$ cat src/rtl/analyzer_mem_arbiter.sv
// Arbitrates the single memory command port between sampler writes and readback reads.
// Writes have priority up to a burst cap; reads are throttled by a consumer-credit counter.
module analyzer_mem_arbiter #(
    parameter int SAMPLE_PACKET_WIDTH = 32,
    parameter int ADDR_WIDTH          = 27,
    parameter int MAX_WRITE_BURST     = 8,
    parameter int READ_CREDITS        = 8
) (
    input  logic                           clk,
    input  logic                           reset_n,
    input  logic                           wr_req,
    input  logic [31:0]                    wr_sampleNumber,
    input  logic [SAMPLE_PACKET_WIDTH-1:0] wr_data,
    output logic                           wr_grant,
    input  logic                           rd_req,
    input  logic [31:0]                    rd_sampleNumber,
    output logic                           read_allowed,
    input  logic                           rd_credit_return,
    output logic                           mem_cmd_valid,
    input  logic                           mem_cmd_ready,
    output logic                           mem_cmd_write,
    output logic [ADDR_WIDTH-1:0]          mem_cmd_addr,
    output logic [SAMPLE_PACKET_WIDTH-1:0] mem_cmd_wdata,
    output logic                           busy
);

    localparam int CREDIT_W = $clog2(READ_CREDITS + 1);
    localparam int BURST_W  = $clog2(MAX_WRITE_BURST + 1);
    localparam logic [CREDIT_W-1:0] CREDITS_FULL     = CREDIT_W'(READ_CREDITS);
    localparam logic [BURST_W-1:0]  BURST_CAP        = BURST_W'(MAX_WRITE_BURST);
    localparam logic [31:0]         BYTES_PER_PACKET = 32'(SAMPLE_PACKET_WIDTH / 8);

    typedef enum logic [1:0] {
        SLOT_EMPTY,
        SLOT_WRITE,
        SLOT_READ
    } slot_state_t;

    slot_state_t                    state_reg, state_next;
    logic [CREDIT_W-1:0]            credits_reg, credits_next;
    logic [BURST_W-1:0]             burst_cnt_reg, burst_cnt_next;
    logic [ADDR_WIDTH-1:0]          addr_reg, addr_next;
    logic [SAMPLE_PACKET_WIDTH-1:0] wdata_reg, wdata_next;

    logic                  slot_free;
    logic                  rd_eligible;
    logic [ADDR_WIDTH-1:0] wr_addr;
    logic [ADDR_WIDTH-1:0] rd_addr;

    // Byte address is formed in 32 bits and truncated; ring wrap belongs to the requester.
    assign wr_addr     = ADDR_WIDTH'(wr_sampleNumber * BYTES_PER_PACKET);
    assign rd_addr     = ADDR_WIDTH'(rd_sampleNumber * BYTES_PER_PACKET);
    assign slot_free   = (state_reg == SLOT_EMPTY) || mem_cmd_ready;
    assign rd_eligible = rd_req && (credits_reg != '0);

    always_ff @(posedge clk or negedge reset_n) begin
        if (!reset_n) begin
            state_reg     <= SLOT_EMPTY;
            credits_reg   <= CREDITS_FULL;
            burst_cnt_reg <= '0;
            addr_reg      <= '0;
            wdata_reg     <= '0;
        end else begin
            state_reg     <= state_next;
            credits_reg   <= credits_next;
            burst_cnt_reg <= burst_cnt_next;
            addr_reg      <= addr_next;
            wdata_reg     <= wdata_next;
        end
    end

    always_comb begin
        state_next     = state_reg;
        credits_next   = credits_reg;
        burst_cnt_next = burst_cnt_reg;
        addr_next      = addr_reg;
        wdata_next     = wdata_reg;
        wr_grant       = 1'b0;
        read_allowed   = 1'b0;

        if (slot_free) begin
            state_next = SLOT_EMPTY;
            if (wr_req && (!rd_eligible || (burst_cnt_reg < BURST_CAP))) begin
                wr_grant   = 1'b1;
                state_next = SLOT_WRITE;
                addr_next  = wr_addr;
                wdata_next = wr_data;
            end else if (rd_eligible) begin
                read_allowed = 1'b1;
                state_next   = SLOT_READ;
                addr_next    = rd_addr;
                wdata_next   = '0;
            end
        end

        // The cap only counts writes that overtook a waiting read.
        if (!rd_eligible) begin
            burst_cnt_next = '0;
        end else if (wr_grant && (burst_cnt_reg < BURST_CAP)) begin
            burst_cnt_next = burst_cnt_reg + BURST_W'(1);
        end else if (read_allowed) begin
            burst_cnt_next = '0;
        end

        if (read_allowed && !rd_credit_return) begin
            credits_next = credits_reg - CREDIT_W'(1);
        end else if (!read_allowed && rd_credit_return && (credits_reg != CREDITS_FULL)) begin
            credits_next = credits_reg + CREDIT_W'(1);
        end
    end

    assign mem_cmd_valid = (state_reg != SLOT_EMPTY);
    assign mem_cmd_write = (state_reg == SLOT_WRITE);
    assign mem_cmd_addr  = addr_reg;
    assign mem_cmd_wdata = wdata_reg;
    assign busy          = mem_cmd_valid || (credits_reg != CREDITS_FULL);

endmodule

$ cat config.mk
export PLATFORM = sky130hd
export DESIGN_NAME = analyzer_mem_arbiter
export DESIGN_NICKNAME = d
export VERILOG_FILES = /design/src/rtl/analyzer_mem_arbiter.sv
export SDC_FILE = /design/constraint.sdc
export NUM_CORES = 1
export LEC_CHECK = 0
export CAP_MARGIN = 5
export CORE_MARGIN = 4
export CORE_UTILIZATION = 35
export DETAILED_ROUTE_END_ITERATION = 10
export HOLD_SLACK_MARGIN = 0.06
export PLACE_DENSITY = 0.81
export SLEW_MARGIN = 0
export SYNTH_ARGS = -nofsm -noshare
export SYNTH_HDL_FRONTEND = slang
export SYNTH_SLANG_ARGS = --single-unit
$ cat constraint.sdc
create_clock -name clk -period 3.4 [get_ports clk]
set_input_delay 0.34 -clock clk [delete_from_list [all_inputs] [get_ports clk]]
set_output_delay 0.34 -clock clk [all_outputs]
set_load 0.05 [all_outputs]
==> results of run 1 <==
[path summary, 6_finish.rpt]
kind                                                from                       endpoint  slack [ns]  depth (start not counted)
max                           credits_reg[2]$_DFFE_PN0P_                       wr_grant        0.36                          4
min                        mem_cmd_wdata[31]$_DFFE_PN0P_  mem_cmd_wdata[31]$_DFFE_PN0P_        0.50                          1
max reg2reg                   credits_reg[2]$_DFFE_PN0P_     credits_reg[2]$_DFFE_PN0P_        0.79                          8
min reg2reg                mem_cmd_wdata[31]$_DFFE_PN0P_  mem_cmd_wdata[31]$_DFFE_PN0P_        0.50                          1
max in group asynchronous                        reset_n   mem_cmd_addr[23]$_DFFE_PN0P_        1.88                          3
min in group asynchronous                        reset_n  mem_cmd_wdata[15]$_DFFE_PN0P_        0.57                          2
[stage by stage]
stage / util [%] / hold WS [ns]
detailed placement: 52.4 / 0.413
global placement: 52.4 / 0.409
finish: 54.9 / 0.498
CTS: 54.6 / 0.503
floorplan: - / 0.0444
global route: 54.9 / 0.521
[power breakdown]
part           switching [mW]  internal (mW)
sequential              0.177          0.986
clock                   0.299          0.356
combinational           0.986          0.622
total                    1.46           1.96
[layer usage]
layer,vias to the layer above,routed length (um),GRT usage (%)
met4,0,146,5.53
met5,-,0,0
met3,12,567,4.23
met1,1504,4100,21.8
li1,1416,-,-
met2,120,5150,30.7
[worst max-delay path, cell delays in order (launching register included)]
cell             delay (ns)
dfrtp_1                0.47
or4_4                  0.57
and3_4                 0.36
nor2_8                 0.16
clkdlybuf4s50_1        0.81
[repair_timing]
item	in CTS	in global routing
hold endpoints to repair	27	0
resized for setup	0	0
hold buffers	1	0
[synth_stat cells, types with 6 or more instances]
library cell / instances / area (sq um)
a21oi_1: 6 / 30.0
a221oi_1: 25 / 219
a22o_1: 24 / 210
a22o_2: 8 / 80.1
clkbuf_1: 12 / 45.0
dfrtp_1: 66 / 1650
mux2i_1: 28 / 280
nand2_1: 7 / 26.3
nand3_1: 6 / 30.0
nor2_1: 31 / 116
o22ai_1: 27 / 169
[kinds of logic (layout without fill, tap and decap cells)]
group	count (synthesis)	in the layout
compound gates	102	102
mux	28	28
buf+inv	33	178
simple gates	60	60
xor+xnor	2	2
flops	67	67
fa+ha+maj	2	2
other cells	1	2
[area by class of cell]
cell class	instances	area (sq um)
multi-input combinational	196	1450
clock buffer	11	141
fill	811	4160
sequential	67	1680
tap	129	161
inverter	5	18.8
clock inverter	5	52.6
timing repair buffer	157	1580
==> metrics.txt, run 1 <==
GR Overflow Total 0; clk sink count 67; hold crit path type reg2reg; post-detail-place hpwl 7020 um; Post-Route WL 9970 um; DR vias 3052; port bufs ~150; worst vdd ir 0.298 mV; Layout area overhead 52.9%; CP required slightly above 3 ns; CP Class reg2out; Synth Area in Simple Gates 9.08%; fmax 329 MHz; Setup TNS 0 ns; CTS root buf clkbuf_8; vias in the first global route 3201; commonest non-fill, non-tap cell in the layout clkdlybuf4s50_1; Syn Inst Count 295; multiplexer area fraction after synthesis 8.44%; max_cap viols 0; # DRC 0; total CTS buffers 9; xor and xnor area share after synthesis 0.528%; ratio of cells with drive above 1 in the final layout 9.98%; Final setup viols 0; status finished, final reports clean; # nets final 540; Clock Latency Late Sink 0.33 ns; initial antenna violation count 0; first-pass GRT wire length between 15000 and 20000 um; Final Hold Viols 0; adder-cell share of the synthesized area 0.754%; Starting Density 35.9%; Layout Cells excl Fill 570; Detailed Route Iter0 Violations 201; Die ar. between 0.01 and 0.015 sq mm; antenna-violating nets left 0; Worst-Margin Slew 0.656 ns; gr usage total 17.7%; post-CTS setup buffers 0; Slew HR 56.3%; unrepaired setup endpoints after global routing no; Max H-tree Level 3; Synth Area in Compound Gates 24.3%; n_diodes 0; Worst Skew 0.0121 ns; synthesized area 0.00332 sq mm; Die Wd 105 um; drt pass-1 iters 4; PnR Total Power around 3.4 mW; Worst-path clk slew 0.08 ns; CTS tree built; Power Density 675 mW/mm^2; post-route cell area 0.00508 sq mm; largest family of logic cells by synthesized area compound AO/OA/AOI/OAI gates; Yosys reg bits 67; Post-Place Setup Slack 0.537 ns; Largest register FFs 32; core area 0.00924 sq mm; row cnt 35; sequential area share after synthesis 50.5%; Avg WL per Cell 17.5 um; fin crit share about nine tenths; fraction of registers with async set/reset 100%; Static Leak 2.01 nW; CP Capture Type primary output; max-slew violation count 0; Post-DP Area 0.00484 sq mm; average size of a mapped cell 11.3 sq um; Max Buffers Root-to-Sink 2; most frequent cells in the layout clkdlybuf4s50_1, dfrtp_1, nor2_1; dominant synthesized flop cell dfrtp_1; GP Congestion 0.796; Worst Path Arrival 2.70 ns; Yosys warning count 0; Ports around 170; DP Cell Count ~550; CP max FO 27; count of cell types in the netlist 43; critical path startpoint category flop; via/cell ratio 5.35; Die Y 105 um; EDFF count, synth 0; crit path time final 3.04 ns; largest net degree at the start of global routing 40; slack of the critical path 0.357 ns
(Power assumes the default switching activity.)
==> run 2: changes to the inputs <==
--- a/config.mk
+++ b/config.mk
@@ -11,7 +11,7 @@
 export DETAILED_ROUTE_END_ITERATION = 10
 export HOLD_SLACK_MARGIN = 0.06
 export PLACE_DENSITY = 0.81
-export SLEW_MARGIN = 0
+export SLEW_MARGIN = 20
 export SYNTH_ARGS = -nofsm -noshare
 export SYNTH_HDL_FRONTEND = slang
 export SYNTH_SLANG_ARGS = --single-unit
==> run 2 against run 1 <==
- setup slack worse by 0.0070 ns
- cell area is 0.25% lower
- wire length is 0.31% lower
- maximum frequency is 0.23% lower
- global-route usage is 0.19 points higher
- sequential cell count stayed put
- sequential share of layout area is 0.082 points higher
- combinational power hardly changed
- non-clock buffer count is 1 lower
- critical path depth stayed put
- clock power is 3% higher
- clock skew is 0.0036 ns lower
- critical path type unchanged
- critical endpoint unchanged
- largest power group unchanged
==> metrics.txt, run 2 (same netlist as run 1, synthesis figures left out) <==
status finished, final reports clean (unchanged); Die ar. 0.0111 sq mm (unchanged); CP Class reg2out (unchanged); switching share of total power 43.1% (was 42.7%); Slew HR 44.9% (was 56.3%); Final Hold Viols 0 (unchanged); post-CTS setup buffers 0 (unchanged); fin crit share 89.7% (was 89.5%); Reg area 0.00168 sq mm (unchanged); # resized after CTS 0 (unchanged); first-pass GRT wire length 16100 um (about the same); Clock Latency Late Sink 0.34 ns (was 0.33 ns); max-slew violation count 0 (unchanged); Worst-path clk slew 0.07 ns (was 0.08 ns); Power Density 678 mW/mm^2 (was 675 mW/mm^2); core area 0.00924 sq mm (unchanged); vias in the first global route 3233 (was 3201); Int Pwr 1.95 mW (was 1.96 mW); n_diodes 0 (unchanged); Core Util, Final 54.8% (was 54.9%); # DRC 0 (unchanged); Worst-Margin Slew 0.823 ns (was 0.656 ns); gr usage total 17.9% (was 17.7%); DP Cell Count 552 (unchanged); GR Overflow Total 0 (unchanged); Avg WL per Cell 17.5 um (about the same); Reg2Reg Launch Point credits_reg[2]$_DFFE_PN0P_ (unchanged); Register-to-Register Path Depth 8 (unchanged); Worst Path Arrival 2.71 ns (was 2.70 ns); PnR Total Power 3.43 mW (was 3.42 mW); antenna-violating nets left 0 (unchanged); most frequent cells in the layout clkdlybuf4s50_1, dfrtp_1, nor2_1 (unchanged); flop2flop setup slack 0.78 ns (was 0.79 ns); Post-Route WL 9940 um (was 9970 um); largest net degree at the start of global routing 40 (unchanged); Detailed Route Iter0 Violations 125 (was 201); Static Leak 1.99 nW (was 2.01 nW); unrepaired setup endpoints after global routing no (unchanged); row cnt 35 (unchanged); fmax 328 MHz (was 329 MHz); Layout area overhead 52.5% (was 52.9%); Worst setup endpoint wr_grant (unchanged); clk sink count 67 (unchanged); Worst Skew 0.00851 ns (was 0.0121 ns); Starting Density 35.9% (unchanged); port bufs 149 (unchanged); Max Buffers Root-to-Sink 2 (unchanged); post-detail-place hpwl 7040 um (was 7020 um); combinational share of power 46.5% (was 46.9%); Die Wd 105 um (unchanged); Final setup viols 0 (unchanged); CP max FO 27 (unchanged); Sw Pwr 1.48 mW (was 1.46 mW); via/cell ratio 5.37 (was 5.35); Die Y 105 um (unchanged); Layout Cells excl Fill 569 (was 570); GP Congestion 0.796 (unchanged); Setup crit start credits_reg[2]$_DFFE_PN0P_ (unchanged); clock share of power 19.6% (was 19.1%); critical path startpoint category flop (unchanged); CTS root buf clkbuf_8 (unchanged); max_cap viols 0 (unchanged); drt pass-1 iters 4 (unchanged); hold crit path type reg2reg (unchanged); fillers 792 (was 811); commonest non-fill, non-tap cell in the layout clkdlybuf4s50_1 (unchanged); Largest register FFs 32 (unchanged); DR vias 3056 (was 3052); Ports 166 (unchanged); total CTS buffers 9 (unchanged); reg2reg end credits_reg[2]$_DFFE_PN0P_ (unchanged); CP Capture Type primary output (unchanged); Seq pwr share 33.9% (about the same); CP required 3.06 ns (about the same); Max H-tree Level 3 (unchanged); Setup TNS 0 ns (unchanged); crit path time final 3.05 ns (was 3.04 ns); Multi-input gate area 0.00145 sq mm (about the same); initial antenna violation count 0 (unchanged); CTS tree built (unchanged); # nets final 539 (was 540); worst vdd ir 0.290 mV (was 0.298 mV); ratio of cells with drive above 1 in the final layout 10.0% (was 9.98%)
-- run 2: cell count changes in the layout (fill, tap and decap cells not counted) --
cell        change
buf_16          -1
clkbuf_1        -1
clkinv_2        -1
clkinvlp_4      +1
inv_6           +1
o21ai_2         -1
o21ai_4         +1
-- run 2: layout make-up --
class | count | share of cell area, %
multi-input combinational | 196 | 28.7
sequential | 67 | 33.1
timing repair buffer | 156 | 30.6
clock buffer | 10 | 2.72
tap | 129 | 3.19
clock inverter | 6 | 1.26
inverter | 5 | 0.371
-- run 2: layer usage --
layer | routed length [um] | GRT usage, % | vias to the layer above
li1 | - | - | 1418
met1 | 4080 | 22.2 | 1502
met2 | 5090 | 30.9 | 121
met3 | 578 | 3.31 | 15
met4 | 185 | 6.75 | 0
met5 | 0 | 0 | -
-- run 2: critical path, stage by stage, from the launching register on --
cell	delay, ns
dfrtp_1	0.47
or4_4	0.57
and3_4	0.36
nor2_8	0.16
clkdlybuf4s50_1	0.81
-- run 2: worst min path at each step --
stage                                        startpoint  cells past startpoint  slack, ns                             to
final                     mem_cmd_wdata[20]$_DFFE_PN0P_                      1       0.50  mem_cmd_wdata[20]$_DFFE_PN0P_
after detailed placement                        reset_n                      1       0.41  mem_cmd_wdata[15]$_DFFE_PN0P_
after floorplan                                 reset_n                      0       0.04   burst_cnt_reg[0]$_DFFE_PN0P_
after global placement                          reset_n                      1       0.41  mem_cmd_wdata[15]$_DFFE_PN0P_
after CTS                 mem_cmd_wdata[20]$_DFFE_PN0P_                      1       0.50  mem_cmd_wdata[20]$_DFFE_PN0P_
after global routing      mem_cmd_wdata[20]$_DFFE_PN0P_                      1       0.52  mem_cmd_wdata[20]$_DFFE_PN0P_
-- run 2: timing repair --
item                                    4_1_cts  5_1_grt
endpoints found under the setup margin        0        0
hold buffers                                  1        0
endpoints found under the hold margin        27        0
-- run 2: power groups by stage --
stage | sequential [mW] | combinational (mW) | clock, mW
after floorplan | 1.66 | 0.541 | 0
after global placement | 1.16 | 1.57 | 0
after detailed placement | 1.17 | 1.61 | 0
after CTS | 1.16 | 1.61 | 0.691
after global routing | 1.19 | 1.69 | 0.729
final | 1.16 | 1.60 | 0.672
-- run 2: per-stage QoR --
stage | instance area, sq um | hold WS (ns) | setup slack (ns)
after CTS | 5060 | 0.505 | 0.312
after global routing | 5060 | 0.523 | 0.255
final | 5060 | 0.503 | 0.350
after detailed placement | 4850 | 0.412 | 0.506
after floorplan | 3320 | 0.0444 | 0.822
after global placement | 4840 | 0.409 | 0.589
==> run 3: changes to the inputs <==
--- a/config.mk
+++ b/config.mk
@@ -10,7 +10,7 @@
 export CORE_UTILIZATION = 35
 export DETAILED_ROUTE_END_ITERATION = 10
 export HOLD_SLACK_MARGIN = 0.06
-export PLACE_DENSITY = 0.81
+export PLACE_DENSITY = 0.67
 export SLEW_MARGIN = 20
 export SYNTH_ARGS = -nofsm -noshare
 export SYNTH_HDL_FRONTEND = slang
==> constraint.sdc (replaced) <==
create_clock -name clk -period 3.4 [get_ports clk]
set_input_delay 0.34 -clock clk [delete_from_list [all_inputs] [get_ports clk]]
set_output_delay 0.34 -clock clk [all_outputs]
set_load 0.005 [all_outputs]
==> run 3 against run 2 <==
- cell count increased by 0.18%
- clock skew increased by 0.0026 ns
- utilization up 0.19 points
- sequential cell count stayed put
- setup slack improved by 0.27 ns
- sequential power barely moved
- global-route usage is 0.12 points higher
- combinational power shrank 36%
- die area unchanged
- critical path type unchanged
- highest routed layer unchanged
==> metrics.txt, run 3 (same netlist as run 1, synthesis figures left out) <==
status finished, final reports clean (unchanged); clk sink count 67 (unchanged); DR vias 3051 (was 3056); Post-Route WL 10100 um (was 9940 um); Die Y 105 um (unchanged); # nets final 540 (was 539); max_cap viols 0 (unchanged); reg2reg end credits_reg[2]$_DFFE_PN0P_ (unchanged); met2 usage 30.0% (was 30.9%); Die Wd 105 um (unchanged); Worst Skew 0.0111 ns (was 0.00851 ns); antenna-violating nets left 0 (unchanged); Hold Slack 0.479 ns (was 0.503 ns); CP required 3.06 ns (about the same); gr usage total 18.0% (was 17.9%); Worst Path Arrival 2.44 ns (was 2.71 ns); slack of the critical path 0.621 ns (was 0.350 ns); CP bufs+invs 1 (unchanged); initial antenna violation count 0 (unchanged); CP max FO 27 (unchanged); Clock Latency Late Sink 0.34 ns (about the same); CTS root buf clkbuf_8 (unchanged); Post-Place Setup Slack 0.518 ns (was 0.506 ns); Static Leak 2.00 nW (was 1.99 nW); core area 0.00924 sq mm (unchanged); # DRC 0 (unchanged); ratio of cells with drive above 1 in the final layout 9.98% (was 10.0%); critical path's top delay family simple AND/OR/NAND/NOR gates (unchanged); met1 Use GR 22.3% (was 22.2%); via/cell ratio 5.35 (was 5.37); fmax 360 MHz (was 328 MHz); CTS tree built (unchanged); port bufs 149 (unchanged); max incr delay on CP 0.57 ns (was 0.81 ns); GR Overflow Total 0 (unchanged); Worst setup endpoint wr_grant (unchanged); Starting Density 35.9% (unchanged); CP Capture Type primary output (unchanged); Setup crit start credits_reg[2]$_DFFE_PN0P_ (unchanged); GR Util met3 5.45% (was 3.31%); CP Cell Sequence or4_4, and3_4, nor2_8, clkdlybuf4s50_1 (unchanged); PnR Total Power 2.93 mW (was 3.43 mW); vias in the first global route 3038 (was 3233); # resized after CTS 0 (unchanged); fillers 824 (was 792); Avg WL per Cell 17.7 um (was 17.5 um); CP Class reg2out (unchanged); flop2flop setup slack 0.78 ns (about the same); worst vdd ir 0.396 mV (was 0.290 mV); crit path time final 2.78 ns (was 3.05 ns); Worst-path clk slew 0.08 ns (was 0.07 ns); Largest register FFs 32 (unchanged); GP Congestion 0.757 (was 0.796); Reg2Reg Launch Point credits_reg[2]$_DFFE_PN0P_ (unchanged); Layout area overhead 53.0% (was 52.5%); n_diodes 0 (unchanged); Worst-Margin Slew 0.624 ns (was 0.823 ns); Register-to-Register Path Depth 8 (unchanged); max-slew violation count 0 (unchanged); GRT Max-Usage Layer met2 (unchanged); fin crit share 81.7% (was 89.7%); row cnt 35 (unchanged); hold crit path type in2async (was reg2reg); Power Density 577 mW/mm^2 (was 678 mW/mm^2); Ports 166 (unchanged); Setup TNS 0 ns (unchanged); Core Util, Final 55.0% (was 54.8%); Final setup viols 0 (unchanged); most frequent cells in the layout clkdlybuf4s50_1, dfrtp_1, nor2_1 (unchanged); Max H-tree Level 3 (unchanged); Max Buffers Root-to-Sink 2 (unchanged); Detailed Route Iter0 Violations 156 (was 125); largest net degree at the start of global routing 34 (was 40); Final Hold Viols 0 (unchanged); unrepaired setup endpoints after global routing no (unchanged); drt pass-1 iters 5 (was 4); first-pass GRT wire length 16000 um (was 16100 um); cell depth of the worst setup path 4 (unchanged); Crit-path slowest cell or4_4 (was clkdlybuf4s50_1); post-detail-place hpwl 6970 um (was 7040 um); Slew HR 58.3% (was 44.9%); total CTS buffers 9 (unchanged); Die ar. 0.0111 sq mm (unchanged); commonest non-fill, non-tap cell in the layout clkdlybuf4s50_1 (unchanged); critical path startpoint category flop (unchanged)
==> run 3: worst min path at each step <==
stage / from / endpoint / slack [ns] / cells after the start
after floorplan: reset_n / burst_cnt_reg[0]$_DFFE_PN0P_ / 0.04 / 0
after global placement: reset_n / mem_cmd_wdata[15]$_DFFE_PN0P_ / 0.31 / 1
after detailed placement: reset_n / mem_cmd_wdata[18]$_DFFE_PN0P_ / 0.32 / 1
after CTS: reset_n / mem_cmd_wdata[18]$_DFFE_PN0P_ / 0.47 / 2
after global routing: reset_n / mem_cmd_wdata[15]$_DFFE_PN0P_ / 0.52 / 2
final: reset_n / mem_cmd_wdata[13]$_DFFE_PN0P_ / 0.48 / 2
==> run 3: power breakdown <==
part	leakage [nW]	switching (mW)	internal, mW	total, mW
combinational	1.09	0.408	0.608	1.02
sequential	0.808	0.172	0.985	1.16
clock	0.102	0.342	0.418	0.760
total	2.00	0.922	2.01	2.93
==> run 3: area by class of cell <==
class	instances	area [sq um]	area share, %
Tap cell	129	161	3.18
Timing Repair Buffer	157	1550	30.5
Inverter	5	18.8	0.369
Clock buffer	9	124	2.44
Clock inverter	7	100	1.97
Multi-Input combinational cell	196	1450	28.5
Sequential cell	67	1680	33.0
==> run 3: through the flow <==
step | cells | area [sq um]
CTS | 570 | 5080
global placement | 553 | 4840
floorplan | 296 | 3320
global route | 570 | 5080
finish | 570 | 5080
detailed placement | 553 | 4840
==> run 3: repair_timing <==
action / 4_1_cts / 5_1_grt
setup buffers: 0 / 0
hold buffers: 1 / 0
endpoints found under the hold margin: 19 / 0
==> run 3: metal layers <==
layer	wire (um)	vias to the layer above	share of wire, %
li1	-	1422	-
met1	4140	1493	41
met2	5030	117	50
met3	689	19	6.8
met4	255	0	2.5
met5	0	-	0
